<file path="config.mk">
export PLATFORM = sky130hd
export DESIGN_NAME = collision_detector
export DESIGN_NICKNAME = d
export VERILOG_FILES = /design/src/rtl/collision_detector.sv
export SDC_FILE = /design/constraint.sdc
export NUM_CORES = 1
export LEC_CHECK = 0
export CAP_MARGIN = 20
export CORE_MARGIN = 2
export CORE_UTILIZATION = 30
export CTS_BUF_LIST = sky130_fd_sc_hd__clkbuf_16
export CTS_CLUSTER_DIAMETER = 60
export DETAILED_ROUTE_END_ITERATION = 8
export SYNTH_ARGS = -nofsm -noshare
export SYNTH_HDL_FRONTEND = slang
export SYNTH_SLANG_ARGS = --single-unit
</file>
<file path="constraint.sdc">
create_clock -name clk -period 3.6 [get_ports clk]
set_input_delay 0.9 -clock clk [delete_from_list [all_inputs] [get_ports clk]]
set_output_delay 0.9 -clock clk [all_outputs]
set_load 0.02 [all_outputs]
</file>
<file path="src/rtl/collision_detector.sv">
// Per-frame pair-overlap collision detector with hit pulses and a per-frame summary.
// Latency: hitPulse 1 cycle after the threshold pixel; frameValid 1 cycle after startOfFrame.
// Backpressure: none; pixel-rate stream, all inputs consumed every cycle.
module collision_detector #(
  parameter int MIN_OVERLAP = 4
) (
  input  logic       clk,
  input  logic       resetN,
  input  logic       startOfFrame,
  input  logic       drawReqTank,
  input  logic       drawReqBullet,
  input  logic       drawReqBrick,
  input  logic       drawReqBorder,
  output logic [3:0] hitPulse,
  output logic       frameValid,
  output logic [3:0] frameMask,
  output logic [7:0] collisionFrames
);

  localparam logic IDLE = 1'b0;
  localparam logic HIT  = 1'b1;
  localparam logic [5:0] MIN_CNT = 6'(MIN_OVERLAP);

  logic [5:0] ovCnt [4];
  logic [3:0] hitLatched;
  logic [3:0] overlap;
  logic [3:0] setHit;

  // Pair order: tank-brick, tank-border, bullet-brick, bullet-border.
  assign overlap = {drawReqBullet & drawReqBorder,
                    drawReqBullet & drawReqBrick,
                    drawReqTank   & drawReqBorder,
                    drawReqTank   & drawReqBrick};

  always_comb begin
    setHit = '0;
    for (int i = 0; i < 4; i++) begin
      setHit[i] = overlap[i] && (hitLatched[i] == IDLE) && (ovCnt[i] == MIN_CNT - 6'd1);
    end
  end

  always_ff @(posedge clk) begin
    if (resetN) begin
      hitPulse        <= '0;
      frameValid      <= 1'b0;
      frameMask       <= '0;
      collisionFrames <= '0;
      hitLatched      <= {4{IDLE}};
      for (int i = 0; i < 4; i++) ovCnt[i] <= '0;
    end else if (startOfFrame) begin
      // Boundary cycle: overlaps are ignored, the ended frame is summarised.
      hitPulse   <= '0;
      frameValid <= 1'b1;
      frameMask  <= hitLatched;
      if (hitLatched != '0 && collisionFrames != 8'hFF)
        collisionFrames <= collisionFrames + 8'd1;
      hitLatched <= {4{IDLE}};
      for (int i = 0; i < 4; i++) ovCnt[i] <= '0;
    end else begin
      frameValid <= 1'b0;
      hitPulse   <= setHit;
      for (int i = 0; i < 4; i++) begin
        if (overlap[i] && ovCnt[i] < MIN_CNT)
          ovCnt[i] <= ovCnt[i] + 6'd1;
        if (setHit[i])
          hitLatched[i] <= HIT;
      end
    end
  end

endmodule

</file>
==> flow_summary.yaml, run 1 <==
timing:
  max_slew_margin_pct: 62.9
  drv_slew: 0
  worst-slew-pin-transition_ns: 0.551
  skew_ns: 0.00682
  final.setup.tns_ns: 0
  setup_viol: 0
  setup_ws_ns: 1.22
  period_needed_ns: 2.38
  fmax_ghz: 0.421
  fin_crit_sh_pct: 66.0
  rsz0062_at_grt: "no"
  hold_viol_final: 0
detailed_routing:
  via_per_inst: 4.76
  drt-pass1-iter-count: 4
  drtIter0Drc: 102
  vias: 1296
  ant_nets: 0
  drc_errors: 0
  avgRoutedWirePerCell_um: 12.7
  routed_wl_um: 3450
synth:
  avgSynthCellArea_um2: 11.5
  ys_seq_elements: 45
  synth_top_area_share_pct: 29.0
  synthAdderAreaFrac_pct: 3.35
  synthSimpleGateAreaFrac_pct: 20.5
  async_reset_ff_share_pct: 0
  synth_xor_area_share_pct: 0.939
  synthCells: 162
  ys.warnings.count: 0
  ys_types: 45
  synth_area_leader_cell: "dfxtp_1"
  synth_seq_area_share_pct: 57.9
  synth_area_mm2: 0.00187
  synth_compound_area_share_pct: 10.5
  synth_area_leaders: "dfxtp_1, edfxtp_1, nor2_1"
  synth_top_family_by_area: "simple AND/OR/NAND/NOR gates"
  muxShareOfSynthArea_pct: 4.09
  synth_edf_count: 18
  ys.flop_type: "dfxtp_1"
power:
  p_leak_uw: 0.000856
  powerDensity_mw_per_mm2: 433
  ir_drop_mv: 0.273
clock_network:
  numClockSinks: 45
  cts-hold-fix-buffers: 0
  htreeDepth: 2
  clkLatencyLatePin_ns: 0.28
  numCtsBuffers: 5
  clk_pin_slew_ns: 0.06
  cts_resized: 0
  cts-root-buf: "clkbuf_16"
  cts_tree: "built"
  cts_buffer_depth: 2
  post_cts_buffers: 0
worst_setup_path:
  critPathMaxFanout: 9
  crit_chain: "clkdlybuf4s50_1, o41ai_4, a2111oi_2, mux2_1"
  crit_arrival_ns: 2.54
  end_kind: "flop"
  crit_path_start_kind: "primary input"
  cp.required_ns: 3.77
  max_stage_delay_ns: 0.73
  critPathKind: "primary input to flop"
  critical_path.slowest_cell: "clkdlybuf4s50_1"
global_routing:
  grt_pass1_wl_um: 5700
  grt_max_degree: 19
  antenna_found_initial: 0
  track_usage_pct: 10.5
  grt_pass1_vias: 1210
  gr-total-overflow: 0
placed_design:
  port_buffers: 23
  place_ws_ns: 0.919
  gp_congestion: 0.754
  place_area_mm2: 0.00221
  dp_hpwl_um: 2490
cells_and_area:
  syn2layout_area_growth_pct: 25.6
  antenna_cells: 0
  num-nets-final: 208
  drive_above_1_share_pct: 8.12
  postLayoutCoreUtil_pct: 39.3
  final_area_mm2: 0.00234
die:
  dieArea_mm2: 0.00686
  coreArea_mm2: 0.00596
  io-pin-count: 24
  fp.dieH_um: 82.9
  floorplan.rows: 28
  die_x_um: 82.9
  start_util_pct: 31.3
hold_path:
  timing.hold.worst.class: "flop to flop"
flow_run:
  cap_violations: 0
status:
  status: "finished, final reports clean"
==> sequential cells by signal, summed over array words and instances, names as in the netlist <==
signal	count
hitPulse	4
collisionFrames	8
hitLatched	4
frameMask	4
frameValid	1
ovCnt	24
==> Yosys cell counts (2+ instances only) <==
cell type and number:
a31oi_1 2, nand4_1 3, ha_1 5, mux2i_1 5
buf_2 2, o31ai_1 2, nand3_1 6, or3_1 3
nor2b_1 5, inv_1 5, nor3_1 3, dfxtp_1 27
xnor2_1 2, and2_1 4, nor3b_1 4, a41oi_1 3
a21oi_1 4, nor2_1 18, a311oi_1 2, and3_1 4
edfxtp_1 18, o21ai_0 2, o21a_1 2, nand2_1 7
nand2b_1 3, clkbuf_1 2
==> report_power, final <==
group / switching (µW) / internal, µW
sequential: 5.07 / 543
combinational: 23.2 / 16.7
clock: 176 / 251
==> through the flow <==
step	instances	total power [µW]	hold WS, ns
finish	272	1010	0.464
floorplan	170	583	0.431
detailed placement	264	599	0.447
global placement	264	598	0.449
global route	272	1050	0.498
CTS	272	1030	0.467
==> final timing paths <==
| kind | depth (start not counted) | from | slack (ns) | end |
|---|---|---|---|---|
| setup / recovery | 4 | startOfFrame | 1.22 | collisionFrames[3]$_SDFFE_PP0P_ |
| setup reg to reg | 4 | collisionFrames[0]$_SDFFE_PP0P_ | 1.83 | collisionFrames[3]$_SDFFE_PP0P_ |
| hold / removal | 1 | ovCnt[2][3]$_SDFFE_PP0P_ | 0.46 | ovCnt[2][3]$_SDFFE_PP0P_ |
| hold reg to reg | 1 | ovCnt[2][3]$_SDFFE_PP0P_ | 0.46 | ovCnt[2][3]$_SDFFE_PP0P_ |
==> per-layer routing <==
| metal | wire [µm] | GRT usage [%] |
|---|---|---|
| met4 | 84 | 5.37 |
| met2 | 1540 | 15.2 |
| met5 | 0 | 0 |
| met1 | 1690 | 13.5 |
| met3 | 133 | 4.08 |
==> layout by cell type (no fill, tap or decap), types with 3 or more instances in the layout <==
cell type	Yosys	routed
and3_1	4	4
dfxtp_1	27	27
nand2b_1	3	3
edfxtp_1	18	18
nand3_1	6	6
or3_1	3	3
nand4_1	3	3
nor3_1	3	3
mux2i_1	5	5
a41oi_1	3	3
inv_1	5	7
nor2b_1	5	5
ha_1	5	5
nor2_1	18	18
clkbuf_16	0	5
nand2_1	7	7
a21oi_1	4	4
and2_1	4	4
nor3b_1	4	4
clkdlybuf4s50_1	0	23
conb_1	1	9
==> area by class of cell <==
cell class	instances	area, µm²
multi-input cells	114	767
flip-flops and latches	45	1080
well taps	75	93.8
fillers	596	3610
clock buffers	5	125
repair buffers	25	245
clock inverters	3	12.5
inverters	5	18.8
==> logic make-up after synthesis <==
group	count (synthesis)
AO/OA/AOI/OAI	23
flip-flops	45
multiplexers	7
other	1
XOR/XNOR	2
adder cells (fa/ha/maj)	5
AND/OR/NAND/NOR	68
buffers and inverters	11
==> critical path: cells and delay by family <==
kind,cells,cell delay (ns)
muxes,1,0.35
buffers and inverters,1,0.73
AOI/OAI and AO/OA,2,0.57
Power figures use the tool's default switching activity.
==> run 2: changes to the inputs <==
==> constraint.sdc (replaced) <==
create_clock -name clk -period 1.95 [get_ports clk]
set_input_delay 0.4875 -clock clk [delete_from_list [all_inputs] [get_ports clk]]
set_output_delay 0.4875 -clock clk [all_outputs]
set_load 0.02 [all_outputs]
==> flow_summary.yaml, run 2 (synthesis gave the netlist of run 1 again) <==
cells_and_area:
  final_area_mm2: 0.00243
  antenna_cells: 0
  num-nets-final: 220
  drive_above_1_share_pct: 13.4
  reg.largest.list: "ovCnt: 24 flops, collisionFrames: 8 flops"
  top_register: "ovCnt"
  postLayoutCoreUtil_pct: 40.9
  layout_common_cells: "dfxtp_1, clkdlybuf4s50_1, nor2_1, edfxtp_1, buf_4"
  syn2layout_area_growth_pct: 30.4
  final_common_cell: "dfxtp_1"
  largest_reg_flops: 24
die:
  io-pin-count: 24
  start_util_pct: 31.3
  fp.dieH_um: 82.9
  dieArea_mm2: 0.00686
  coreArea_mm2: 0.00596
  die_x_um: 82.9
  floorplan.rows: 28
clock_network:
  cts_buffer_depth: 2
  clk_pin_slew_ns: 0.06
  cts_resized: 0
  cts_tree: "built"
  htreeDepth: 2
  cts-hold-fix-buffers: 0
  clkLatencyLatePin_ns: 0.28
  post_cts_buffers: 0
  numCtsBuffers: 5
  numClockSinks: 45
  cts-root-buf: "clkbuf_16"
timing:
  worst-slew-pin-transition_ns: 0.529
  drv_slew: 0
  max_slew_margin_pct: 64.6
  rsz0062_at_grt: "no"
  setup_viol: 0
  hold_viol_final: 0
  skew_ns: 0.00553
  fmax_ghz: 0.528
  fin_crit_sh_pct: 97.2
  final.setup.tns_ns: 0
  period_needed_ns: 1.90
detailed_routing:
  drc_errors: 0
  routed_wl_um: 3400
  avgRoutedWirePerCell_um: 12.0
  via_per_inst: 4.63
  drt-pass1-iter-count: 4
  vias: 1315
  drtIter0Drc: 42
  ant_nets: 0
worst_setup_path:
  critical_path.slowest_cell: "clkdlybuf4s50_1"
  crit_path_start_kind: "flop"
  r2r_start: "collisionFrames[0]$_SDFFE_PP0P_"
  critPathKind: "flop to primary output"
  crit_arrival_ns: 1.41
  r2r_cells: 4
  cp.required_ns: 1.46
  timing.rr.end: "collisionFrames[3]$_SDFFE_PP0P_"
  critPathMaxFanout: 9
  crit_chain: "clkdlybuf4s50_1"
  cpLargestDelayFamily: "buffers and inverters"
  end_kind: "primary output"
  reg2reg_slack_ns: 0.29
  max_stage_delay_ns: 0.66
  worst-path-buf-inv: 1
power:
  ir_drop_mv: 0.300
  p_total_uw: 1880
  powerDensity_mw_per_mm2: 771
  p_leak_uw: 0.000911
global_routing:
  track_usage_pct: 10.5
  grt_pass1_vias: 1210
  grt_max_degree: 18
  antenna_found_initial: 0
  grt_pass1_wl_um: 5820
  gr-total-overflow: 0
flow_run:
  cap_violations: 0
status:
  status: "finished, final reports clean"
hold_path:
  holdPathStages: 1
  timing.hold.worst.class: "flop to flop"
  whs_endpoint: "ovCnt[2][5]$_SDFFE_PP0P_"
  min-delay-start: "ovCnt[2][5]$_SDFFE_PP0P_"
placed_design:
  gp_congestion: 0.734
  dp_hpwl_um: 2490
  place_area_mm2: 0.00230
  port_buffers: 23
-- run 2: metrics by stage --
stage          hold slack (ns)  instances  setup WS [ns]
2_1_floorplan            0.431        170          0.159
4_1_cts                  0.463        284         0.0464
3_5_place_dp             0.445        276         -0.142
6_report                 0.459        284         0.0548
3_3_place_gp             0.450        276         -0.111
5_1_grt                  0.487        284        0.00158
-- run 2: where the power goes --
group / switching (µW) / internal [µW]
registers: 9.22 / 1000
clock network: 319 / 463
logic: 43.5 / 37.8
total: 372 / 1500
-- run 2: worst max-delay path by stage --
stage                                            to  cells past startpoint  slack [ns]                       startpoint
floorplan           collisionFrames[3]$_SDFFE_PP0P_                      5        0.16  collisionFrames[0]$_SDFFE_PP0P_
detailed placement        ovCnt[0][5]$_SDFFCE_PN0P_                      4       -0.14                     drawReqBrick
global placement          ovCnt[0][3]$_SDFFCE_PN0P_                      4       -0.11                     drawReqBrick
CTS                              collisionFrames[3]                      1        0.05  collisionFrames[3]$_SDFFE_PP0P_
finish                           collisionFrames[3]                      1        0.05  collisionFrames[3]$_SDFFE_PP0P_
global route                     collisionFrames[3]                      1       0.002  collisionFrames[3]$_SDFFE_PP0P_
-- run 2: layout make-up --
class / count / area [µm²]
tap: 75 / 93.8
fill: 596 / 3520
clock inverter: 3 / 12.5
timing repair buffer: 37 / 335
sequential: 45 / 1080
multi-input combinational: 114 / 767
clock buffer: 5 / 125
inverter: 5 / 18.8
-- run 2: layer usage --
metal	global-route usage [%]	part of all wire [%]	vias up
met1	14.8	49	597
met4	5.81	1.7	0
met3	2.29	3.8	6
met5	0	0	-
met2	15.0	45	28
li1	-	-	684
